### config.mk
export PLATFORM = sky130hd
export DESIGN_NAME = vga_plot_arbiter_flat
export DESIGN_NICKNAME = d
export VERILOG_FILES = /design/src/rtl/vga_plot_arbiter_pkg.sv /design/src/rtl/vga_plot_arbiter_if.sv /design/src/rtl/vga_plot_arbiter_rr_pick.sv /design/src/rtl/vga_plot_arbiter.sv /design/src/flat_wrapper.sv
export SDC_FILE = /design/constraint.sdc
export NUM_CORES = 1
export LEC_CHECK = 0
export CELL_PAD_IN_SITES_DETAIL_PLACEMENT = 1
export CELL_PAD_IN_SITES_GLOBAL_PLACEMENT = 1
export CORE_AREA = 2 2 70 72
export CTS_BUF_LIST = sky130_fd_sc_hd__clkbuf_4 sky130_fd_sc_hd__clkbuf_8
export CTS_CLUSTER_DIAMETER = 40
export DETAILED_ROUTE_END_ITERATION = 10
export DIE_AREA = 0 0 72 74
export PLACE_DENSITY_LB_ADDON = 0.1
export SYNTH_ARGS = -nofsm -noshare
export SYNTH_HDL_FRONTEND = slang
export SYNTH_HIERARCHICAL = 1
export SYNTH_SLANG_ARGS = --single-unit
### constraint.sdc
create_clock -name CLOCK_50 -period 1.85 [get_ports CLOCK_50]
set_input_delay 0.4625 -clock CLOCK_50 [delete_from_list [all_inputs] [get_ports CLOCK_50]]
set_output_delay 0.4625 -clock CLOCK_50 [all_outputs]
set_load 0.03 [all_outputs]
### src/rtl/vga_plot_arbiter_pkg.sv
// vga_pkg: shared definitions for the VGA pixel-write path.
//   XW/YW/CW    : x, y and colour field widths of the VGA adapter
//   XMAX/YMAX   : last valid column/row of the 160x120 frame
//   colour_e    : named 3-bit colours ({R,G,B} bit order)
//   arb_state_e : arbiter FSM states
//   idx_width() : width of an index into an n-entry vector (at least 1)
package vga_pkg;

    localparam int XW   = 8;
    localparam int YW   = 7;
    localparam int CW   = 3;
    localparam int XMAX = 159;
    localparam int YMAX = 119;

    typedef enum logic [CW-1:0] {
        BLACK   = 3'b000,
        BLUE    = 3'b001,
        GREEN   = 3'b010,
        CYAN    = 3'b011,
        RED     = 3'b100,
        MAGENTA = 3'b101,
        YELLOW  = 3'b110,
        WHITE   = 3'b111
    } colour_e;

    typedef enum logic {
        IDLE  = 1'b0,
        GRANT = 1'b1
    } arb_state_e;

    function automatic int idx_width(input int n);
        return (n > 1) ? $clog2(n) : 1;
    endfunction

endpackage

### src/rtl/vga_plot_arbiter_if.sv
// vga_plot_arbiter_if: bundle between the pixel engines and the VGA adapter.
//   req/req_x/req_y/req_colour : per-engine request and packed pixel fields
//   gnt                        : one-hot grant back to the engines
//   vga_x/vga_y/vga_colour/vga_plot : registered pixel write port
//   busy/owner                 : arbiter status
// Modports: master = engine/adapter side, slave = arbiter side.
interface vga_plot_arbiter_if #(
    parameter int NREQ = 2
);
    import vga_pkg::*;

    localparam int OW = idx_width(NREQ);

    logic [NREQ-1:0]    req;
    logic [NREQ*XW-1:0] req_x;
    logic [NREQ*YW-1:0] req_y;
    logic [NREQ*CW-1:0] req_colour;
    logic [NREQ-1:0]    gnt;
    logic [XW-1:0]      vga_x;
    logic [YW-1:0]      vga_y;
    logic [CW-1:0]      vga_colour;
    logic               vga_plot;
    logic               busy;
    logic [OW-1:0]      owner;

    modport master (
        output req, req_x, req_y, req_colour,
        input  gnt, vga_x, vga_y, vga_colour, vga_plot, busy, owner
    );

    modport slave (
        input  req, req_x, req_y, req_colour,
        output gnt, vga_x, vga_y, vga_colour, vga_plot, busy, owner
    );

endinterface

### src/rtl/vga_plot_arbiter_rr_pick.sv
// vga_rr_pick: combinational rotating-priority encoder.
//   req   in  N   request vector
//   start in  IW  index searched first; search continues start+1, ... mod N
//   idx   out IW  first requesting index found (0 when none)
//   found out 1   any request present
module vga_rr_pick #(
    parameter int N  = 2,
    parameter int IW = 1
) (
    input  logic [N-1:0]  req,
    input  logic [IW-1:0] start,
    output logic [IW-1:0] idx,
    output logic          found
);

    always_comb begin : search
        logic [IW-1:0] p;
        // NOTE: every output gets a default before the loop so no path leaves
        // it unassigned (which would infer a latch); blocking '=' is correct
        // here because later loop iterations must see the updated 'found'.
        idx   = '0;
        found = 1'b0;
        p     = '0;
        for (int i = 0; i < N; i++) begin
            p = IW'((int'(start) + i) % N);
            if (!found && req[p]) begin
                found = 1'b1;
                idx   = p;
            end
        end
    end

endmodule

### src/rtl/vga_plot_arbiter.sv
// vga_plot_arbiter: shares the single VGA pixel-write port between NREQ
// pixel engines with round-robin arbitration and bounded bursts.
//   CLOCK_50 in : system clock, rising edge
//   Reset    in : synchronous, active-high
//   bus         : vga_plot_arbiter_if.slave (requests, grant, pixel port,
//                 busy, owner)
// Parameters: NREQ (2..8 engines), MAX_BURST (pixels per grant, 0 = unlimited).
// Optional feature: define VGA_PLOT_CLIP_EN to suppress the write strobe for
// beats whose x > XMAX or y > YMAX (the beat is still accepted and counted).
module vga_plot_arbiter
    import vga_pkg::*;
#(
    parameter int NREQ      = 2,
    parameter int MAX_BURST = 16
) (
    input logic              CLOCK_50,
    input logic              Reset,
    vga_plot_arbiter_if.slave bus
);

    localparam int OW = idx_width(NREQ);
    localparam int BW = (MAX_BURST > 0) ? $clog2(MAX_BURST + 1) : 1;

    arb_state_e    state;
    logic [OW-1:0] owner;
    logic [BW-1:0] beat_cnt;

    logic [OW-1:0] start;
    logic [OW-1:0] pick_idx;
    logic          pick_found;
    logic          xfer;
    logic          last_beat;
    logic          plot_ok;
    logic [XW-1:0] sel_x;
    logic [YW-1:0] sel_y;
    logic [CW-1:0] sel_colour;

    // The last grantee gets lowest priority in the next arbitration.
    assign start = OW'((int'(owner) + 1) % NREQ);

    vga_rr_pick #(
        .N  (NREQ),
        .IW (OW)
    ) u_pick (
        .req   (bus.req),
        .start (start),
        .idx   (pick_idx),
        .found (pick_found)
    );

    always_comb begin
        bus.gnt = '0;
        if (state == GRANT)
            bus.gnt[owner] = bus.req[owner];
    end

    assign xfer       = (state == GRANT) && bus.req[owner];
    assign last_beat  = (MAX_BURST != 0) && (beat_cnt == BW'(MAX_BURST - 1));
    assign sel_x      = bus.req_x[int'(owner)*XW +: XW];
    assign sel_y      = bus.req_y[int'(owner)*YW +: YW];
    assign sel_colour = bus.req_colour[int'(owner)*CW +: CW];

`ifdef VGA_PLOT_CLIP_EN
    assign plot_ok = (int'(sel_x) <= XMAX) && (int'(sel_y) <= YMAX);
`else
    assign plot_ok = 1'b1;
`endif

    assign bus.owner = owner;

    always_ff @(posedge CLOCK_50) begin
        if (Reset) begin
            state          <= IDLE;
            owner          <= OW'(NREQ - 1);
            beat_cnt       <= '0;
            bus.busy       <= 1'b0;
            bus.vga_plot   <= 1'b0;
            bus.vga_x      <= '0;
            bus.vga_y      <= '0;
            bus.vga_colour <= '0;
        end else begin
            // Pixel port: coordinates hold between transfers, strobe does not.
            bus.vga_plot <= xfer && plot_ok;
            if (xfer) begin
                bus.vga_x      <= sel_x;
                bus.vga_y      <= sel_y;
                bus.vga_colour <= sel_colour;
            end

            case (state)
                IDLE: begin
                    if (pick_found) begin
                        owner    <= pick_idx;
                        beat_cnt <= '0;
                        state    <= GRANT;
                        bus.busy <= 1'b1;
                    end
                end
                GRANT: begin
                    if (xfer && MAX_BURST != 0)
                        beat_cnt <= beat_cnt + 1'b1;
                    // The final beat is plotted above; the grant ends after it.
                    if (!bus.req[owner] || (xfer && last_beat)) begin
                        state    <= IDLE;
                        bus.busy <= 1'b0;
                    end
                end
                default: begin
                    state    <= IDLE;
                    bus.busy <= 1'b0;
                end
            endcase
        end
    end

endmodule

### src/flat_wrapper.sv
// flat-port wrapper written by rule: the top's interface ports become plain ports
module vga_plot_arbiter_flat import vga_pkg::*;
#(
    parameter int NREQ      = 2,
    parameter int MAX_BURST = 16
)
  (CLOCK_50, Reset, bus_req, bus_req_x, bus_req_y, bus_req_colour, bus_gnt, bus_vga_x, bus_vga_y, bus_vga_colour, bus_vga_plot, bus_busy, bus_owner);
  vga_plot_arbiter_if #(.NREQ(NREQ)) bus_i ();
  input logic CLOCK_50;
  input logic Reset;
  input wire logic [$bits(bus_i.req)-1:0] bus_req;
  input wire logic [$bits(bus_i.req_x)-1:0] bus_req_x;
  input wire logic [$bits(bus_i.req_y)-1:0] bus_req_y;
  input wire logic [$bits(bus_i.req_colour)-1:0] bus_req_colour;
  output wire logic [$bits(bus_i.gnt)-1:0] bus_gnt;
  output wire logic [$bits(bus_i.vga_x)-1:0] bus_vga_x;
  output wire logic [$bits(bus_i.vga_y)-1:0] bus_vga_y;
  output wire logic [$bits(bus_i.vga_colour)-1:0] bus_vga_colour;
  output wire logic [$bits(bus_i.vga_plot)-1:0] bus_vga_plot;
  output wire logic [$bits(bus_i.busy)-1:0] bus_busy;
  output wire logic [$bits(bus_i.owner)-1:0] bus_owner;
  assign bus_i.req = bus_req;
  assign bus_i.req_x = bus_req_x;
  assign bus_i.req_y = bus_req_y;
  assign bus_i.req_colour = bus_req_colour;
  assign bus_gnt = bus_i.gnt;
  assign bus_vga_x = bus_i.vga_x;
  assign bus_vga_y = bus_i.vga_y;
  assign bus_vga_colour = bus_i.vga_colour;
  assign bus_vga_plot = bus_i.vga_plot;
  assign bus_busy = bus_i.busy;
  assign bus_owner = bus_i.owner;
  vga_plot_arbiter #(.NREQ(NREQ), .MAX_BURST(MAX_BURST)) u_core (.CLOCK_50(CLOCK_50), .Reset(Reset), .bus(bus_i));
endmodule
==> results by stage <==
Logic synthesis:
- The sequential fraction of the synthesis area is 0.398.
- After synthesis, the netlist uses 32 different library cells.
- The average instance in the mapped netlist occupies 9.70 sq um.
- The gate count of the mapped netlist is 140.
- Synthesis inferred 27 register bits.
- The area of the mapped netlist is 1360 sq um.
- Synthesis produced a netlist with a net count of 182.
- Ranked by total cell area, the synthesized netlist is headed by sky130_fd_sc_hd__dfxtp_1 40%, sky130_fd_sc_hd__mux2i_1 14%, sky130_fd_sc_hd__a211oi_2 9.2%.
- Of the post-synthesis cell area, the dominant cell type holds 0.398.
- sky130_fd_sc_hd__dfxtp_1 takes more of the synthesized area than any other cell.
- For this run, the number of Yosys warnings is 6.

Setup path:
- The worst endpoint data arrival time is 1.33 ns.
- STA classifies the critical path startpoint as a primary input.
- The path type of the worst setup path is in -> out.
- Traced cell by cell, the critical path runs through clkdlybuf4s50_1, and3_1, buf_4.
- In this design, the stage delay of the slowest critical-path cell is about 0.54 ns.
- Along the worst path, the maximum fanout reaches 5.
- Data on the critical path is required at its endpoint by 1.39 ns.
- The cell at the slowest stage of the critical path is sky130_fd_sc_hd__clkdlybuf4s50_1.
- The kind of end point of the critical path is an output pin.

CTS:
- The maximum clock insertion buffer count is 2.
- After clock tree synthesis, the clock-pin slew on the worst setup and hold paths is 0.09 ns.
- Once the clock tree was built, the setup fixing pass inserted 0 buffers.
- The clock sink total is 27.
- The TritonCTS clock tree is built.
- CTS built an H-tree with a depth of 1.
- At the later pin of the worst-skew pair, clock insertion delay measures 0.27 ns.
- The root buffer cell chosen for the clock tree is sky130_fd_sc_hd__clkbuf_8.
- In this run, CTS created clock tree buffers numbering 3.

STA:
- In the finished design, the share of the clock period the worst path needs comes to 0.969.
- In the post-route analysis, the smallest setup slack over all paths is about 0.058 ns.
- The final-report hold violation count was 0.
- The worst hold slack is around 0.5 ns.
- For the final routed database, the setup TNS stands at 0 ns.
- The number of pins with negative max-slew slack in the final report is 0.
- The smallest clock period supported by the final layout is computed as roughly 1.8 ns.
- The final-report setup violation count is 0.
- The worst clock skew on the final layout is roughly 0.0023 ns.
- The transition time at the pin with the least slew margin is 0.322 ns.
- The max-slew headroom at the worst pin is 0.779.
- Setup repair after global routing left no endpoint under its margin.
- Static timing analysis puts the maximum clock frequency at 0.558 GHz.

Job:
- The count of maximum capacitance violations is 0.

Placement:
- At the end of routability-driven placement, the weighted congestion stood at between 0.7 and 0.8.
- Timing analysis after detailed placement gives a worst setup slack of -0.0587 ns.
- The number of port buffers is 62.
- The detailed placement HPWL is 3030 um.
- The number of placed instances with taps included is around 250.

Global routing:
- The initial antenna violation count is 0.
- The global-route wire length before repair is 6170 um.
- The total overflow left after global routing is 0.
- The number of global-route vias before repair came to 1,333.
- The total track usage is 0.145.
- The largest net degree at the start of global routing is 20.

Worst hold path:
- The tightest min-delay check is of the reg -> reg type.

Final layout:
- The layout-stage area growth over the synthesis result is 54.2%.
- Once layout is complete, the utilization of the core stands at 0.455.
- The post-layout instance count excluding filler cells is 256.
- Of the cells placed in the final design, the portion with a size suffix greater than 1 is 0.144.
- The final layout contains 245 nets.
- The layout has 508 filler cells.
- The count of inserted antenna diode cells is 0.

Detailed routing:
- The number of detailed-route iterations in the first pass is 4.
- The routed design has about 3900 um of wire.
- Summing over every cut layer, the via total after detailed routing is 1,315.
- The detailed router finished its first iteration with 30 violations.
- The number of vias per cell after detailed routing is 5.14.
- The number of nets still failing antenna checks after routing is 0.
- After detailed routing, the average wire length per cell comes to between 15 and 20 um.
- After detailed routing, the number of remaining DRC violations is 0.

Die:
- For this configuration, the core starts out at a cell density of 0.295.
- Measured along the x axis, the die boundary spans 72 um.
- The count of standard-cell rows is 25.
- The floorplan die area is 5330 sq um.
- The area of the placeable core is 4600 sq um.
- The I/O pin count is 63.
- The height of the die is 74 um.

Pwr:
- The worst-case IR drop observed on VDD is between 200 and 300 uV.
- The proportion of total power due to net switching is 0.311.
- Of the total power, the clock network draws 0.231.
- The share of total power dissipated in combinational logic is 0.334.
- The share of total power dissipated in sequential elements is 0.434.
- Summed over all cells, the static leakage comes to between 0.8 and 0.9 nW.
- The total internal power is approximately 1.0 mW.
- Power spread over the standard cell area amounts to 721 nW/um^2.
- In this run the power spent charging and discharging nets is 0.470 mW.

Outcome:
- The run finished with clean final reports.
==> metal layers <==
metal / vias to the layer above / GRT usage / share of wire
met5: - / 0 / 0
met4: 0 / 0.0314 / 0.0033
met3: 2 / 0.0230 / 0.054
met2: 41 / 0.265 / 0.51
met1: 630 / 0.180 / 0.43
li1: 642 / - / -
==> stage by stage <==
| stage | power (mW) | cell area, sq um |
|---|---|---|
| 6_report | 1.51 | 2090 |
| 3_3_place_gp | 1.16 | 2040 |
| 3_5_place_dp | 1.18 | 2040 |
| 5_1_grt | 1.59 | 2090 |
| 4_1_cts | 1.53 | 2090 |
| 2_1_floorplan | 0.950 | 1360 |
==> path summary, 6_finish.rpt <==
path | start | end | slack (ns) | cells after the start
max | bus_req[0] | bus_gnt[0] | 0.06 | 3
min | u_core/bus.busy | u_core/bus.busy | 0.51 | 1
max reg2reg | u_core/bus.owner | u_core/beat_cnt[1] | 0.33 | 4
min reg2reg | u_core/bus.busy | u_core/bus.busy | 0.51 | 1
==> power groups by stage <==
| stage | combinational (mW) | clock, mW | sequential, mW |
|---|---|---|---|
| after floorplan | 0.214 | 0 | 0.737 |
| after global placement | 0.496 | 0 | 0.667 |
| after detailed placement | 0.510 | 0 | 0.668 |
| after CTS | 0.510 | 0.362 | 0.656 |
| after global routing | 0.540 | 0.389 | 0.662 |
| final | 0.505 | 0.349 | 0.655 |
==> final cells by class <==
cell class | count | area (sq um) | share of cell area
Tap cell | 54 | 67.6 | 0.0323
Clock buffer | 4 | 48.8 | 0.0233
Multi-Input combinational cell | 94 | 726 | 0.347
Timing Repair Buffer | 72 | 692 | 0.331
Sequential cell | 27 | 541 | 0.258
Inverter | 5 | 18.8 | 0.00897
==> critical path, delay by kind of cell <==
| family | cells | cell delay (ns) |
|---|---|---|
| buffers and inverters | 2 | 0.69 |
| and+or+nand+nor | 1 | 0.17 |
==> state kept, by name, indices dropped and copies added (netlist names) <==
| signal | flops |
|---|---|
| u_core/bus.vga_plot | 1 |
| u_core/bus.owner | 1 |
| u_core/state | 1 |
| u_core/bus.vga_x | 8 |
| u_core/beat_cnt | 5 |
| u_core/bus.vga_y | 7 |
| u_core/bus.vga_colour | 3 |
| u_core/bus.busy | 1 |
==> Yosys cell counts <==
cell type and count:
sky130_fd_sc_hd__a211oi_2 10, sky130_fd_sc_hd__dfxtp_1 27, sky130_fd_sc_hd__clkbuf_1 7, sky130_fd_sc_hd__o311ai_0 1
sky130_fd_sc_hd__and3_1 4, sky130_fd_sc_hd__o21ai_0 2, sky130_fd_sc_hd__nand2_1 6, sky130_fd_sc_hd__a311o_1 1
sky130_fd_sc_hd__a211oi_1 10, sky130_fd_sc_hd__nand3_1 1, sky130_fd_sc_hd__inv_1 5, sky130_fd_sc_hd__a31oi_1 2
sky130_fd_sc_hd__a21oi_1 20, sky130_fd_sc_hd__nor2_1 2, sky130_fd_sc_hd__or3_1 1, sky130_fd_sc_hd__mux2_4 1
sky130_fd_sc_hd__buf_6 2, sky130_fd_sc_hd__mux2i_1 19, sky130_fd_sc_hd__a21o_1 1, sky130_fd_sc_hd__nor2b_1 1
sky130_fd_sc_hd__ha_1 2, sky130_fd_sc_hd__and2_4 1, sky130_fd_sc_hd__nand4b_1 2, sky130_fd_sc_hd__o211a_1 1
sky130_fd_sc_hd__nand4_1 1, sky130_fd_sc_hd__nor3_1 2, sky130_fd_sc_hd__buf_1 1, sky130_fd_sc_hd__or2_1 1
sky130_fd_sc_hd__o211ai_1 1, sky130_fd_sc_hd__a21boi_1 1, sky130_fd_sc_hd__clkbuf_2 1, sky130_fd_sc_hd__buf_2 3
==> layout by cell type, fill, tap and decap left out, drive strengths merged <==
cell,n
o211a,1
a211oi,20
buf,13
a21boi,1
and2,1
or3,1
nor3,2
nor2b,1
dfxtp,27
clkdlybuf4s50,59
nand2,6
and3,4
nand4,1
mux2i,19
nor2,2
nand4b,2
a21o,1
a31oi,2
nand3,1
a21oi,20
mux2,1
inv,5
o211ai,1
o311ai,1
or2,1
ha,2
clkbuf,4
o21ai,2
a311o,1
==> repair_timing <==
action | 4_1_cts | 5_1_grt
setup endpoints to repair | 0 | 1
hold buffers | 0 | 0
gates resized for setup | 0 | 1
==> cells by family after synthesis <==
family          after synthesis  share of synthesized area
mux                          20                      0.151
simple gates                 22                     0.0894
fa+ha+maj                     2                     0.0184
buf+inv                      19                     0.0673
compound gates               50                      0.276
flops                        27                      0.398
No activity file was read; power rests on OpenSTA's default activity.
